## src/rtl/chess_clock_pkg.sv

```systemverilog
// Shared types and constants for the chess-clock display path.
// Latency: none (types, constants and a pure decode function only).
// Backpressure: not applicable.
package chess_clock_pkg;

   // Display geometry: two players, four digits each, one shared scan.
   localparam int N_DIGITS          = 8;
   localparam int DIGITS_PER_PLAYER = 4;

   // One 7-segment code, active-low segments.
   typedef logic [6:0] seg_t;

   // Digit index within a full frame.
   typedef logic [2:0] idx_t;

   // Anode vector, active-low.
   typedef logic [N_DIGITS-1:0] an_t;

   localparam seg_t SEG_BLANK = 7'h7F;
   localparam an_t  AN_OFF    = 8'hFF;

   // One-hot-low anode pattern selecting a single digit.
   function automatic an_t anode_decode(input idx_t idx);
      an_t an;
      an      = AN_OFF;
      an[idx] = 1'b0;
      return an;
   endfunction

endpackage

```

## src/rtl/scan_prescaler.sv

```systemverilog
// Modulo-DIV slot counter with clock enable and terminal-count pulse.
// Latency: cnt is registered; tc is combinational from cnt and ce.
// Backpressure: ce=0 freezes the count; tc is only asserted while ce=1.
module scan_prescaler
   #(
      parameter  int unsigned DIV = 4,
      localparam int unsigned CW  = (DIV > 1) ? $clog2(DIV) : 1
   ) (
      input  logic          clk,
      input  logic          clr,
      input  logic          ce,
      output logic [CW-1:0] cnt,
      output logic          tc
   );

   localparam logic [CW-1:0] LAST = CW'(DIV - 1);

   // Terminal count only counts as an event when the scan is enabled.
   assign tc = ce && (cnt == LAST);

   // Count 0..DIV-1 while enabled; clear wins over enable.
   always_ff @(posedge clk) begin
      if (clr) begin
         cnt <= '0;
      end else if (ce) begin
         if (tc) begin
            cnt <= '0;
         end else begin
            cnt <= cnt + CW'(1);
         end
      end
   end

endmodule

```

## src/rtl/seg_scan_mux.sv

```systemverilog
// Scans both players' 4-digit 7-seg codes onto one 8-digit display with per-slot blanking.
// Latency: AN/SEG registered, 1 cycle after (cnt, idx); input codes appear from the next frame.
// Backpressure: CE=0 freezes the scan and holds the current digit. Optional OVERFLOW_BLINK_EN.
module seg_scan_mux
   import chess_clock_pkg::*;
   #(
      parameter int unsigned SCAN_DIV     = 50000,
      parameter int unsigned BLANK_CYCLES = 500,
      parameter int unsigned BLINK_FRAMES = 64
   ) (
      input  logic       CLK,
      input  logic       CLR,
      input  logic       CE,
      input  logic [6:0] seg0_0,
      input  logic [6:0] seg0_1,
      input  logic [6:0] seg0_2,
      input  logic [6:0] seg0_3,
      input  logic [6:0] seg1_0,
      input  logic [6:0] seg1_1,
      input  logic [6:0] seg1_2,
      input  logic [6:0] seg1_3,
      input  logic       OVERFLOW1,
      input  logic       OVERFLOW2,
      output logic [7:0] AN,
      output logic [6:0] SEG
   );

   localparam int unsigned CW = (SCAN_DIV > 1) ? $clog2(SCAN_DIV) : 1;

   logic [CW-1:0] cnt;
   logic          slot_end;
   idx_t          idx;
   logic          snap;
   seg_t          shadow [N_DIGITS];
   an_t           an_next;

   scan_prescaler #(
      .DIV (SCAN_DIV)
   ) u_slot_timer (
      .clk (CLK),
      .clr (CLR),
      .ce  (CE),
      .cnt (cnt),
      .tc  (slot_end)
   );

   // The last enabled cycle of digit 7 closes the frame and latches the next one.
   assign snap = slot_end && (idx == idx_t'(N_DIGITS - 1));

   // Digit index advances at each slot end and wraps naturally from 7 to 0.
   always_ff @(posedge CLK) begin
      if (CLR) begin
         idx <= '0;
      end else if (slot_end) begin
         idx <= idx + idx_t'(1);
      end
   end

   // Frame snapshot: codes only change at a frame boundary so a scan never tears.
   always_ff @(posedge CLK) begin
      if (CLR) begin
         for (int i = 0; i < N_DIGITS; i++) begin
            shadow[i] <= SEG_BLANK;
         end
      end else if (snap) begin
         shadow[0]                     <= seg0_0;
         shadow[1]                     <= seg0_1;
         shadow[2]                     <= seg0_2;
         shadow[3]                     <= seg0_3;
         shadow[DIGITS_PER_PLAYER + 0] <= seg1_0;
         shadow[DIGITS_PER_PLAYER + 1] <= seg1_1;
         shadow[DIGITS_PER_PLAYER + 2] <= seg1_2;
         shadow[DIGITS_PER_PLAYER + 3] <= seg1_3;
      end
   end

`ifdef OVERFLOW_BLINK_EN
   localparam int unsigned FW = (BLINK_FRAMES > 1) ? $clog2(BLINK_FRAMES) : 1;

   logic [FW-1:0] frame_cnt;
   logic          blink_phase;
   logic [1:0]    shadow_ovf;

   // Overflow flags share the frame snapshot; the blink phase flips every BLINK_FRAMES frames.
   always_ff @(posedge CLK) begin
      if (CLR) begin
         frame_cnt   <= '0;
         blink_phase <= 1'b0;
         shadow_ovf  <= 2'b00;
      end else if (snap) begin
         shadow_ovf <= {OVERFLOW2, OVERFLOW1};
         if (frame_cnt == FW'(BLINK_FRAMES - 1)) begin
            frame_cnt   <= '0;
            blink_phase <= ~blink_phase;
         end else begin
            frame_cnt <= frame_cnt + FW'(1);
         end
      end
   end
`else
   // Overflow inputs and the blink period have no effect in this build.
   logic unused_cfg;
   assign unused_cfg = OVERFLOW1 ^ OVERFLOW2 ^ BLINK_FRAMES[0];
`endif

   // Anode pattern for the current slot: dark during the leading blank window.
   always_comb begin
      an_next = (32'(cnt) < BLANK_CYCLES) ? AN_OFF : anode_decode(idx);
`ifdef OVERFLOW_BLINK_EN
      if (blink_phase && shadow_ovf[0]) begin
         an_next[DIGITS_PER_PLAYER-1:0] = '1;
      end
      if (blink_phase && shadow_ovf[1]) begin
         an_next[N_DIGITS-1:DIGITS_PER_PLAYER] = '1;
      end
`endif
   end

   // Registered display outputs so nothing reaches the pins combinationally.
   always_ff @(posedge CLK) begin
      if (CLR) begin
         AN  <= AN_OFF;
         SEG <= SEG_BLANK;
      end else begin
         AN  <= an_next;
         SEG <= shadow[idx];
      end
   end

endmodule
```

## config.mk

```make
export PLATFORM = sky130hd
export DESIGN_NAME = seg_scan_mux
export DESIGN_NICKNAME = d
export VERILOG_FILES = /design/src/rtl/chess_clock_pkg.sv /design/src/rtl/scan_prescaler.sv /design/src/rtl/seg_scan_mux.sv
export SDC_FILE = /design/constraint.sdc
export NUM_CORES = 1
export LEC_CHECK = 0
export CORE_MARGIN = 2
export CORE_UTILIZATION = 30
export DETAILED_ROUTE_END_ITERATION = 10
export GPL_TIMING_DRIVEN = 0
export HOLD_SLACK_MARGIN = 0.03
export PLACE_DENSITY_LB_ADDON = 0.2
export RECOVER_POWER = 25
export SYNTH_ARGS = -nofsm -noshare
export SYNTH_HDL_FRONTEND = slang
export SYNTH_HIERARCHICAL = 1
export SYNTH_SLANG_ARGS = --single-unit
```

## constraint.sdc

```tcl
create_clock -name CLK -period 5.5 [get_ports CLK]
set_clock_uncertainty 0.2 [all_clocks]
set_input_delay 0.55 -clock CLK [delete_from_list [all_inputs] [get_ports CLK]]
set_output_delay 0.55 -clock CLK [all_outputs]
set_load 0.05 [all_outputs]
```

==> qor.txt <==
CP max stage cell = dlygate4sd3_1
Leak = 1.70 nW
Overall Power = 0.00147 W
Final #Nets = 469
P_int = 0.00115 W
Buffers plus inverters on the worst setup path = 4
Final wirelength = 8670 um
Wire length per cell = 14.9 um
# IOs = 76
Slew Viols, Final = 0
Rows = 41
DRC = 0
Netlist cell types = 49
Area of the core = 12700 um2
Ys Warns = 6
# fillers = 1293
Top post-synthesis cells by count = edfxtp_1 (56), or2_2 (56), dfxtp_1 (34), nor2_1 (26), nand2_1 (15)
Outcome = finished, final reports clean
Syn Std Cell Area = 3930 um2
H-Tree Depth = 3
Sequential area share after synthesis = 60.1%
Final setup vio count = 0
Sw Pwr = 0.000315 W
CTS Buf Count = 9
Register bit total from synthesis = 90
Main synth FF type = edfxtp_1
Crit path top cell by count = clkbuf_1
Power Dens Cells = 284 nW/um2
Register clock-pin slew on the reported worst setup and hold paths = 0.07 ns
Least-Margin Pin Slew = 0.984 ns
Placed inst area = 4900 um2
Mapped Nets = 384
Clk sinks = 90
Critical path fanouts, max = 10
Post-synth ARST share = 0%
Combinational share of power = 6.3%
Hold WC Path Type = flip-flop to flip-flop
GR Overflow Total = 0
Final hold vios = 0
Initial core utilization = 30.9%
CTS tree = done
Cell family with most CP delay = buffers and inverters
Clock Latency Late Sink = 0.34 ns
Clock share of power = 42.6%
Peak supply drop = 0.137 mV
Vias per cell = 4.52
Max stage delay on crit path = 0.71 ns
Die area = 14000 um2
Hold_buf cts = 0
Postcts setup bufs = 0
Die width = 118 um
Vias in the first global route = 2708
First-pass GRT wire length = 14000 um
Clock Path Buffers = 2
Period minus WS final = 3.25 ns
Synth top area cells = edfxtp_1 (43%), dfxtp_1 (17%), or2_2 (8.9%)
Largest net degree at the start of global routing = 42
Worst setup path class = input pin to flip-flop
Sw Ratio = 21.4%
Layout cell share with drive strength beyond 1 = 23.2%
IO buf count = 73
Final Util = 40.7%
Final period util = 59.2%
Number of synthesized flops with an enable pin = 56
Max transition margin = 34.1%
Final worst-path setup slack = 2.25 ns
Area growth, synth to finish = 31.6%
RSZ-0062 raised after global routing = false
Top cell type's share of synthesized area = 42.8%
Initial antenna violation count = 0
Via count = 2629
CP endpoint kind = flip-flop
Sequential Power Share = 51.1%
Dpl ws = 2.07 ns
Crit path launch type = input pin
Worst-path cell chain = dlygate4sd3_1 > and4_1 > nand4_1 > inv_1 > clkbuf_1 > nand3b_1 > clkbuf_1 > or2_2
CTS resizes = 0
Max Freq = 0.307 GHz
Routed Antenna Nets = 0
Max-cap violation count = 0
Ant diodes = 0
Synthesized instance count = 320
GRT Resource Usage Total = 13.1%
Drt pass-1 iters = 4
Worst path arrival time = 3.15 ns
DP Wirelength = 6200 um
Vert. Die Dim = 118 um
Synth area leader = edfxtp_1
Post-route cell area = 5170 um2
Final RePlAce weighted congestion = 0.817
Initial DRC Count = 164
Setup tns final = 0 ns
CP Data Required Time = 5.39 ns
Root Driver = clkbuf_16
Syn Area/Cell = 12.3 um2
## cell type report
| cell class | count | area (um2) | share of cell area, % |
|---|---|---|---|
| buffer | 18 | 92.6 | 1.79 |
| tap | 172 | 215 | 4.16 |
| sequential | 90 | 2360 | 45.7 |
| clock inverter | 7 | 76.3 | 1.48 |
| timing repair buffer | 74 | 751 | 14.5 |
| multi-input combinational | 209 | 1440 | 27.8 |
| inverter | 3 | 11.3 | 0.218 |
| clock buffer | 9 | 225 | 4.35 |
## worst paths after layout
kind / start / end / slack (ns) / cells after the start
min: shadow[4][1] / SEG[1] / 0.30 / 2
min reg2reg: shadow[4][1] / SEG[1] / 0.30 / 2
max: CE / shadow[4][2] / 2.25 / 8
max reg2reg: u_slot_timer/cnt[0] / shadow[4][2] / 2.57 / 8
## layout by cell type, fill, tap and decap left out, types with 3 or more instances in the layout
cell type,count
a22oi_1,5
clkbuf_1,11
nor2b_1,3
a221oi_1,3
nand3_1,9
ha_1,3
clkbuf_16,9
o211ai_1,5
a22o_1,3
nor4_1,6
mux2_2,7
clkdlybuf4s50_1,60
nand2b_1,4
a31oi_1,3
xor2_1,3
nand3b_1,3
dlygate4sd3_1,13
dfxtp_1,34
buf_2,5
edfxtp_1,56
or2_2,56
mux2i_1,6
a21oi_1,8
nand2_1,15
nand4_1,6
nor2_1,26
nor3_1,3
xnor2_1,11
inv_1,3
## worst reg2reg max path, delay by kind of cell (launching register included)
kind	cells	cell delay, ns
and+or+nand+nor	4	1.16
buffers and inverters	3	0.68
DFF	1	0.41
adders and majority gates	1	0.22
## routing by layer
metal,track usage (%),wire length [um],vias to the layer above
li1,-,-,1317
met1,15.8,3910,1243
met2,21.8,4230,61
met3,4.58,379,8
met4,4.46,144,0
met5,0,0,-
## power groups by stage
stage / Combinational (W) / Sequential [W] / Clock, W
6_report: 0.0000920 / 0.000752 / 0.000626
5_1_grt: 0.0000988 / 0.000754 / 0.000667
4_1_cts: 0.0000951 / 0.000752 / 0.000638
3_5_place_dp: 0.0000949 / 0.000767 / 0
3_3_place_gp: 0.0000922 / 0.000768 / 0
2_1_floorplan: 0.0000271 / 0.000775 / 0
## kinds of logic (layout without fill, tap and decap cells)
group                    Yosys count  in the layout  synth area share [%]
AO/OA/AOI/OAI                     32             32                  6.01
XOR/XNOR                          14             14                  3.12
adder cells (fa/ha/maj)            3              3                 0.955
buffers and inverters             21            111                  2.70
flip-flops                        90             90                  60.1
multiplexers                      18             18                  5.92
AND/OR/NAND/NOR                  142            142                  21.2
## sequential cells by signal, summed over array words and instances (netlist names)
register / flops
u_slot_timer/cnt: 16
idx: 3
AN: 8
SEG: 7
shadow: 56
## through the flow
| step | hold slack, ns | instances |
|---|---|---|
| 4_1_cts | 0.305 | 582 |
| 5_1_grt | 0.353 | 582 |
| 6_report | 0.298 | 582 |
| 3_5_place_dp | 0.282 | 566 |
| 2_1_floorplan | 0.244 | 320 |
| 3_3_place_gp | 0.288 | 565 |
No activity file was read; power rests on OpenSTA's default activity.
==> patch, RTL diff (same flow settings) <==
Build with the macro `OVERFLOW_BLINK_EN` defined.
--- a/src/rtl/seg_scan_mux.sv
+++ b/src/rtl/seg_scan_mux.sv
@@ -3,2 +3,4 @@
 // Backpressure: CE=0 freezes the scan and holds the current digit. Optional OVERFLOW_BLINK_EN.
+`define OVERFLOW_BLINK_EN
+
 module seg_scan_mux
Function: same outputs for any inputs over 10 cycles, from zero or initial values; that may be too few to reach the edited logic, so the function may still have changed.
==> patch against the original RTL <==
- cell area grew 8.8%
- global-route usage grew 0.72 points
- sequential power grew 8.8%
- total power grew 8.6%
- combinational power grew 12%
- critical path type unchanged
- routed wire length grew 20%
- worst setup slack lost 0.75 ns
- area after synthesis grew 10%
- sequential cell count grew 9
- non-clock buffer count grew 8
- first-iteration DRC count grew 20%
- register-to-register slack lost 0.74 ns
==> patch: results (changes against the original RTL) <==
synthMuxAreaShare_pct: 6.03  # was 5.92%
regToRegSetupSlack_ns: 1.83  # was 2.57 ns
layout-drive-gt1-share_pct: 10.7  # was 23.2%
internal_power_uw: 1280  # was 1150 uW
seq-power_uw: 818  # was 752 uW
post-place-ws_ns: 1.56  # was 2.07 ns
synth_nets: 429  # was 384
reg2reg_depth: 9  # was 8
yosys-top-cells-area: "edfxtp_1 39%, dfxtp_1 20%, or3_1 6.3%"  # was edfxtp_1 43%, dfxtp_1 17%, or2_2 8.9%
wl_met2_um: 4920  # was 4230 um
ys_seq_area_share_pct: 58.6  # was 60.1%
post-place-cells: 620  # was 566
drtIter0Drc: 196  # was 164
met1_usage_pct: 18.2  # was 15.8%
power_density_nw_per_um2: 284  # about the same
hp-start: "shadow_ovf[0]"  # was shadow[4][1]
track_usage_pct: 13.8  # was 13.1%
wirelength_um: 10400  # was 8670 um
tightest_slew_ns: 0.644  # was 0.984 ns
synth_cell_types: 46  # was 49
ir_drop_uv: 144  # was 137 uV
status: "finished clean"  # unchanged
synthAdderAreaFrac_pct: 1.15  # was 0.955%
grt_pass1_vias: 3186  # was 2708
synth_compound_area_share_pct: 7.30  # was 6.01%
grt_pass1_wl_um: 16800  # was 14000 um
instances_no_fill: 636  # was 582
dr.pass1.iters: 6  # was 4
dp.final_hpwl_um: 7600  # was 6200 um
leakagePower_uw: 0.00178  # was 0.00170 uW
path_max_fanout: 30  # was 10
whs_ns: 0.257  # was 0.298 ns
numPortBuffers: 75  # was 73
fin_nets: 516  # was 469
avgSynthCellArea_um2: 11.9  # was 12.3 um^2
p_comb_uw: 103  # was 92.0 uW
place_congestion: 0.821  # was 0.817
syn_to_final_growth_pct: 29.8  # was 31.6%
yosys-top-cells-count: "56 x edfxtp_1, 44 x or3_1, 43 x dfxtp_1"  # was 56 x edfxtp_1, 56 x or2_2, 34 x dfxtp_1
## patch: changes by cell type after synthesis, sizes merged, moves of 4 or more
cell,change
a21oi,+7
o21ai,+5
or3,+44
dfxtp,+9
o2111ai,+4
clkbuf,+8
nand3,+5
mux4,+4
or2,-41
## patch: critical path, stage by stage
cell	delay [ns]
dlygate4sd3_1	0.72
and4_1	0.31
nand4_1	0.28
inv_1	0.12
clkbuf_1	0.38
nand2_1	0.32
clkbuf_1	0.32
nand2b_2	0.55
buf_12	0.28
## patch: cell type report
class                           instances  area, um^2
Fill cell                            1355        8360
Sequential cell                        99        2540
Multi-Input combinational cell        235        1650
Timing Repair Buffer                   76         771
Clock buffer                           12         246
Tap cell                              180         225
Buffer                                 24         100
Clock inverter                          4        75.1
Inverter                                6        22.5
## patch: cells by family (layout without fill, tap and decap cells)
logic type | count (synthesis) | in the layout
mux | 17 | 17
compound gates | 47 | 47
fa+ha+maj | 4 | 4
flops | 99 | 99
xor+xnor | 15 | 15
simple gates | 152 | 152
buf+inv | 30 | 122
